**src/rtl/pipe_ctrl_if.sv**
```systemverilog
// pipe_ctrl_if: request/control bundle between the pipeline and pipe_ctrl.
// slave = pipe_ctrl side; master = pipeline (requesters and stage registers).
interface pipe_ctrl_if #(
  parameter int STALL_W = 6,
  parameter int CNT_W   = 6
);
  logic               stallreq_id;
  logic               ex_mc_start;
  logic [CNT_W-1:0]   ex_mc_len;
  logic               flush_req;
  logic [STALL_W-1:0] stall;
  logic               flush;
  logic               ex_mc_done;
  logic               busy;
  logic [31:0]        stall_cycles;

  modport slave (
    input  stallreq_id,
    input  ex_mc_start,
    input  ex_mc_len,
    input  flush_req,
    output stall,
    output flush,
    output ex_mc_done,
    output busy,
    output stall_cycles
  );

  modport master (
    output stallreq_id,
    output ex_mc_start,
    output ex_mc_len,
    output flush_req,
    input  stall,
    input  flush,
    input  ex_mc_done,
    input  busy,
    input  stall_cycles
  );
endinterface

```
**src/rtl/pipe_ctrl.sv**
```systemverilog
// pipe_ctrl: stall/flush sequencer for the five-stage core.
// Ports: clk, rst (async, active-low), bus (pipe_ctrl_if.slave):
//   in:  stallreq_id, ex_mc_start, ex_mc_len, flush_req
//   out: stall[pc,if,id,ex,mem,wb], flush, ex_mc_done, busy, stall_cycles
// Option: PIPE_CTRL_PERF_EN enables the saturating stall_cycles counter.
module pipe_ctrl #(
  parameter int STALL_W = 6,
  parameter int CNT_W   = 6
) (
  input logic          clk,
  input logic          rst,
  pipe_ctrl_if.slave   bus
);

  typedef enum logic [1:0] {
    RUN   = 2'd0,
    MC    = 2'd1,
    FLUSH = 2'd2
  } state_t;

  localparam logic [STALL_W-1:0] ST_MC =
    STALL_W'(6'b001111);
  localparam logic [STALL_W-1:0] ST_LU =
    STALL_W'(6'b000111);

  state_t             state_q;
  state_t             state_d;
  logic [CNT_W-1:0]   cnt_q;
  logic [CNT_W-1:0]   cnt_d;
  logic [STALL_W-1:0] stall_d;
  logic               flush_d;
  logic               done_d;

  always_ff @(posedge clk or negedge rst) begin
    if (!rst) begin
      state_q <= RUN;
      cnt_q   <= '0;
    end else begin
      state_q <= state_d;
      cnt_q   <= cnt_d;
    end
  end

  always_comb begin
    state_d = state_q;
    cnt_d   = cnt_q;
    stall_d = '0;
    flush_d = 1'b0;
    done_d  = 1'b0;
    unique case (state_q)
      RUN: begin
        if (bus.flush_req) begin
          flush_d = 1'b1;
          state_d = FLUSH;
        end else if (bus.ex_mc_start) begin
          // Length 0/1 completes in the announcing cycle.
          if (bus.ex_mc_len >= CNT_W'(2)) begin
            stall_d = ST_MC;
            cnt_d   = bus.ex_mc_len - CNT_W'(2);
            state_d = MC;
          end else begin
            done_d = 1'b1;
          end
        end else if (bus.stallreq_id) begin
          stall_d = ST_LU;
        end
      end
      MC: begin
        if (bus.flush_req) begin
          flush_d = 1'b1;
          state_d = FLUSH;
        end else if (cnt_q != '0) begin
          stall_d = ST_MC;
          cnt_d   = cnt_q - CNT_W'(1);
        end else begin
          done_d  = 1'b1;
          state_d = RUN;
        end
      end
      FLUSH: begin
        // Second flush cycle; requests ignored.
        flush_d = 1'b1;
        state_d = RUN;
      end
      default: begin
        state_d = RUN;
      end
    endcase
  end

  assign bus.stall      = stall_d;
  assign bus.flush      = flush_d;
  assign bus.ex_mc_done = done_d;
  assign bus.busy       = (state_q != RUN);

`ifdef PIPE_CTRL_PERF_EN
  logic [31:0] perf_q;

  always_ff @(posedge clk or negedge rst) begin
    if (!rst) begin
      perf_q <= '0;
    end else if ((stall_d != '0) && (perf_q != '1)) begin
      perf_q <= perf_q + 32'd1;
    end
  end

  assign bus.stall_cycles = perf_q;
`else
  assign bus.stall_cycles = 32'h0;
`endif

endmodule
```
**src/flat_wrapper.sv**
```systemverilog
// flat-port wrapper written by rule: the top's interface ports become plain ports
module pipe_ctrl_flat 
#(
  parameter int STALL_W = 6,
  parameter int CNT_W   = 6
)
  (clk, rst, bus_stallreq_id, bus_ex_mc_start, bus_ex_mc_len, bus_flush_req, bus_stall, bus_flush, bus_ex_mc_done, bus_busy, bus_stall_cycles);
  pipe_ctrl_if #(.STALL_W(STALL_W), .CNT_W(CNT_W)) bus_i ();
  input logic clk;
  input logic rst;
  input wire logic [$bits(bus_i.stallreq_id)-1:0] bus_stallreq_id;
  input wire logic [$bits(bus_i.ex_mc_start)-1:0] bus_ex_mc_start;
  input wire logic [$bits(bus_i.ex_mc_len)-1:0] bus_ex_mc_len;
  input wire logic [$bits(bus_i.flush_req)-1:0] bus_flush_req;
  output wire logic [$bits(bus_i.stall)-1:0] bus_stall;
  output wire logic [$bits(bus_i.flush)-1:0] bus_flush;
  output wire logic [$bits(bus_i.ex_mc_done)-1:0] bus_ex_mc_done;
  output wire logic [$bits(bus_i.busy)-1:0] bus_busy;
  output wire logic [$bits(bus_i.stall_cycles)-1:0] bus_stall_cycles;
  assign bus_i.stallreq_id = bus_stallreq_id;
  assign bus_i.ex_mc_start = bus_ex_mc_start;
  assign bus_i.ex_mc_len = bus_ex_mc_len;
  assign bus_i.flush_req = bus_flush_req;
  assign bus_stall = bus_i.stall;
  assign bus_flush = bus_i.flush;
  assign bus_ex_mc_done = bus_i.ex_mc_done;
  assign bus_busy = bus_i.busy;
  assign bus_stall_cycles = bus_i.stall_cycles;
  pipe_ctrl #(.STALL_W(STALL_W), .CNT_W(CNT_W)) u_core (.clk(clk), .rst(rst), .bus(bus_i));
endmodule
```
**config.mk**
```make
export PLATFORM = sky130hd
export DESIGN_NAME = pipe_ctrl_flat
export DESIGN_NICKNAME = d
export VERILOG_FILES = /design/src/rtl/pipe_ctrl_if.sv /design/src/rtl/pipe_ctrl.sv /design/src/flat_wrapper.sv
export SDC_FILE = /design/constraint.sdc
export NUM_CORES = 1
export LEC_CHECK = 0
export ABC_CLOCK_PERIOD_IN_PS = 4900
export BUFFER_PORTS_ARGS = -buffer_cell sky130_fd_sc_hd__buf_2
export CAP_MARGIN = 15
export CELL_PAD_IN_SITES_DETAIL_PLACEMENT = 1
export CELL_PAD_IN_SITES_GLOBAL_PLACEMENT = 1
export CORE_ASPECT_RATIO = 0.9
export CORE_MARGIN = 2
export CORE_UTILIZATION = 32
export CTS_CLUSTER_DIAMETER = 80
export DETAILED_ROUTE_END_ITERATION = 6
export PLACE_DENSITY_LB_ADDON = 0.1
export SYNTH_ARGS = -nofsm -noshare
export SYNTH_HDL_FRONTEND = slang
export SYNTH_SLANG_ARGS = --single-unit
```
**constraint.sdc**
```tcl
create_clock -name clk -period 4.9 [get_ports clk]
set_input_delay 0.245 -clock clk [delete_from_list [all_inputs] [get_ports clk]]
set_output_delay 0.245 -clock clk [all_outputs]
set_load 0.05 [all_outputs]
```
======== After elaboration in Yosys (flattened, before gate mapping) ========
Cells that the tools add are included.
W data, S select, Z words.
word-level totals
  register bits ........................... 8
  bits of input ports ..................... 11
  output and inout port bits .............. 41
cells by class
  add/subtract/negate cells ............... 2
  order comparisons ....................... 1
  equal/unequal tests ..................... 10
  mux-type cells .......................... 27
  reduce and logical (&&, ||, !) cells .... 7
operators with widths
  kind                   number
  $mux W6                8
  $pmux W6 S2            2
  $mux W2                5
  $mux W4                2
  $ge A6 B2 Y1 const B   1
  $mux W1                6
  $ne A2 B2 Y1 const B   3
  $ne A3 B3 Y1 const B   2
  $reduce_and A6 Y1      1
  $reduce_bool A6 Y1     1
  $sub A6 B1 Y6 const B  1
  $sub A6 B2 Y6 const B  1
  $ne A2 B1 Y1 const B   2
  $pmux W1 S2            2
  $pmux W2 S2            1
  $reduce_bool A2 Y1     2
  $mux W3                1
  $ne A3 B2 Y1 const B   1
  $reduce_and A3 Y1      1
  $eq A2 B1 Y1 const B   1
  $eq A2 B2 Y1 const B   1
  $logic_not A2 Y1       1
  $reduce_or A2 Y1       1

======== Depth between registers and ports, before layout ========
  depth in word-level cells ............... 5
  depth in mapped cells ................... 8
  depth with buffers taken out ............ 7

======== Least setup slack after synthesis ========
No wires, ideal clock.
  kind .................................... flip-flop to output port
  start point ............................. register u_core.cnt_q[0]
  end point ............................... output port bus_stall[1]
  data arrival time ....................... 2.527 ns
  data required time ...................... 4.655 ns
  setup slack ............................. 2.128 ns
  stages on the path, launching flop included .. 7
  buffers on the path ..................... 1
  cell sequence ........................... dfrtp_1 inv_1 ha_1 or4b_4 o21ai_0 a21boi_0 buf_4
between the ends
  longest elaborated chain between the ends .. 4
ends and longest elaborated chain
  item                    line                RTL
  from (decl)             pipe_ctrl.sv:28     logic [CNT_W-1:0] cnt_q;
  from (signal assigned)  pipe_ctrl.sv:40     cnt_q <= cnt_d;
  $reduce_bool A6 Y1      pipe_ctrl.sv:72     end else if (cnt_q != '0) begin
  $mux W4                 pipe_ctrl.sv:72
  $mux W6                 pipe_ctrl.sv:69     if (bus.flush_req) begin
  $pmux W6 S2             pipe_ctrl.sv:50     unique case (state_q)
  to (decl)               flat_wrapper.sv:15  output wire logic [$bits(bus_i.stall)-1:0] bus_stall;
No other way between the ends.

======== Worst setup path in the final report ========
  start point ............................. register u_core.cnt_q[0]
  end point ............................... output port bus_stall[3]
The elaborated chain is that of the path after synthesis.

==> summary.txt <==
Clock tree
  – Clock latency on the worst-skew pair: approximately 0.25 ns
  – Post-CTS setup buffers: 0
  – H-tree Lvls: 1
  – CTS buffer count: 3
  – CTS tree: done
  – CTS Sinks: 8
  – CTS max path bufs: 2
  – Clock Tree Root: clkbuf_4
  – Clk pin slew, worst setup/hold paths: ~0.05 ns

Run status
  – Status: complete, no violations

Placed design
  – Placed Cells: between 150 and 200
  – DP HPWL: around 1.6 mm
  – Global placement routability congestion: 0.835
  – # port buffers: 17

Detailed routing
  – Starting DRC count in detailed routing: 25
  – Final ANT Viol Nets: 0
  – Drt pass-1 iters: 2
  – Routed vias: slightly below 700
  – Drt total wl: about 1.9 mm
  – Via density: around 4.2
  – Residual DRC: 0
  – Post-DR wirelength/cell: 11.3 um

Floorplanning
  – I/O pin total: between 50 and 60
  – Die area: ~3300 um2
  – Initial Utilization: between 30% and 40%
  – Core Region: around 2700 um2
  – Chip Width: around 60 um
  – Rows: 18
  – Die Y-Extent: approximately 54 um

Critical path
  – Reg2reg path depth: 7
  – Critical setup path kind: flip-flop to output port
  – Worst setup SP type: flip-flop
  – Critical Path AT: around 2.3 ns
  – Worst reg2reg endpoint: u_core.cnt_q[1]$_DFFE_PN0P_
  – Setup slack, reg-to-reg: between 2 and 3 ns
  – Reg2reg start: u_core.cnt_q[0]$_DFFE_PN0P_
  – Element type at the critical path end: output port
  – CP cell instances: inv_1 -> ha_1 -> or4b_4 -> o211ai_4 -> and2_1 -> inv_4 -> buf_2
  – Crit-path slowest cell: or4b_4
  – CP max FO: 7
  – Crit path largest cell delay: 0.52 ns
  – WP data required: ~4.7 ns

Final layout
  – Final nets: between 100 and 150
  – Antenna Cells: 0
  – Share of post-route cells with drive strength above 1: 21.4%
  – Filler cells: 346
  – P&R area growth vs syn: 0.693%
  – Post-Layout Cell Count: 166

Global route
  – Largest net degree at the start of global routing: 9
  – Total global-route track usage: approximately an eighth
  – Grt total ovfl: 0
  – Vias in the first global route: approximately 600
  – Antenna violations before repair: 0
  – Global-route wire length before repair: ~2.8 mm

Synthesis
  – Number of synthesized register bits: 8
  – Syn avg cell area: 8.20 um2
  – Cell count after synthesis: 110
  – Post-synth EDFFs: 0
  – Ys Warns: 0
  – Synth top area share: between 20% and 30%
  – Synth cell count leaders: 36 x buf_4, 9 x nor2_1, 8 x dfrtp_1
  – Count leader, synth: buf_4
  – Cell taking the most area after synthesis: buf_4
  – Sequential fraction of the synthesis area: approximately 22%
  – Post-synth ARST share: 100%
  – Synth unique cells: 38
  – Synth Cell Area: around 900 um2
  – Prevailing post-synth register cell: dfrtp_1
  – Synth area leaders: buf_4 30%, dfrtp_1 22%, a21oi_1 3.9%, nor2_1 3.7%, inv_1 2.9%

Pwr
  – Worst IR drop on VDD: 0.140 mV
  – Power Density: ~340 nW/um2
  – Lkg Pwr: 0.494 nW

Timing
  – Final Setup Violations: 0
  – Final Hold Vio Count: 0
  – Skew final: roughly 0.0028 ns
  – RSZ-0062 raised after global routing: no
  – Fin crit share: between 50% and 60%
  – Fmax: slightly below 0.4 GHz
  – Clock period minus worst slack: 2.56 ns
  – Max Slew Vio Count: 0
  – Post-route setup TNS: 0 ns

Worst hold path
  – HP Class: primary input to flip-flop
  – Hold path startpoint: bus_flush_req
  – Min-Delay Endpoint: u_core.state_q[1]$_DFFE_PN0P_
  – WHS Path Cells: 2

Job
  – Max-cap violations: 0
==> how the worst max path moves through the flow <==
stage                                startpoint            to  slack, ns  cells after the start
floorplan           u_core.cnt_q[0]$_DFFE_PN0P_  bus_stall[1]       2.13                      6
global placement    u_core.cnt_q[0]$_DFFE_PN0P_  bus_stall[3]       2.66                      7
detailed placement  u_core.cnt_q[0]$_DFFE_PN0P_  bus_stall[3]       2.61                      7
CTS                 u_core.cnt_q[0]$_DFFE_PN0P_  bus_stall[3]       2.32                      7
global route        u_core.cnt_q[0]$_DFFE_PN0P_  bus_stall[3]       2.20                      7
finish              u_core.cnt_q[0]$_DFFE_PN0P_  bus_stall[3]       2.34                      7
==> flip-flops by register name, summed over array words and instances (netlist names) <==
register,count
u_core.cnt_q,6
u_core.state_q,2
==> layer usage <==
layer | up-vias | part of all wire, % | GRT usage, % | wire length [um]
met3 | 4 | 6.9 | 2.84 | 130
met1 | 315 | 46 | 17.1 | 862
met4 | 0 | 1.6 | 4.44 | 31
met2 | 35 | 46 | 18.5 | 856
met5 | - | 0 | 0 | 0
li1 | 336 | - | - | -
==> kinds of logic after synthesis <==
family,after synthesis,synth area share (%)
simple gates,26,15.8
compound gates,24,20.0
mux,1,1.66
flops,8,22.2
buf+inv,46,35.2
fa+ha+maj,2,2.77
other cells,1,0.416
xor+xnor,2,1.94
==> cell type report <==
type                       count  area [um2]  area share [%]
sequential                     8         200            22.0
inverter                       8        32.5            3.58
clock buffer                   3        22.5            2.48
timing repair buffer          18        95.1            10.5
multi-input combinational     89         508            55.9
tap                           40        50.0            5.51
==> metrics by stage <==
step / hold slack, ns / area [um2] / setup slack, ns / power (W) / utilization [%]
final: 0.276 / 908 / 2.34 / 0.000312 / 33.3
after global routing: 0.273 / 908 / 2.20 / 0.000337 / 33.3
after CTS: 0.277 / 908 / 2.32 / 0.000316 / 33.3
after detailed placement: 0.0982 / 876 / 2.61 / 0.000263 / 32.1
after global placement: 0.0942 / 876 / 2.66 / 0.000264 / 32.1
after floorplan: -0.0506 / 1030 / 2.13 / 0.000256 / -
==> placed cells by master, fill, tap and decap left out, types with 2 or more instances in the layout <==
cell,count
conb_1,34
buf_2,17
a21oi_1,7
dfrtp_1,8
and3_1,2
nand2_1,3
clkbuf_4,3
ha_1,2
xor2_1,2
nor3_1,2
nor2_1,9
nor2b_1,2
o21ai_0,3
o22a_1,2
inv_1,7
==> worst max-delay path, delay by kind of cell (launching register included) <==
kind	cells	cell delay (ns)
compound gates	1	0.26
fa+ha+maj	1	0.21
buf+inv	3	0.38
flops	1	0.37
simple gates	2	0.84
==> where the power goes <==
group / total (W) / switching, W / internal (W)
Combinational: 0.000155 / 0.000116 / 0.0000384
Clock: 0.0000499 / 0.0000219 / 0.0000280
Sequential: 0.000107 / 0.0000231 / 0.0000842
==> repair_timing <==
item / CTS / global route
endpoints found under the hold margin: 8 / 0
endpoints found under the setup margin: 0 / 0
resized for setup: 0 / 0
hold buffers: 1 / 0
No activity file was read; power rests on OpenSTA's default activity.
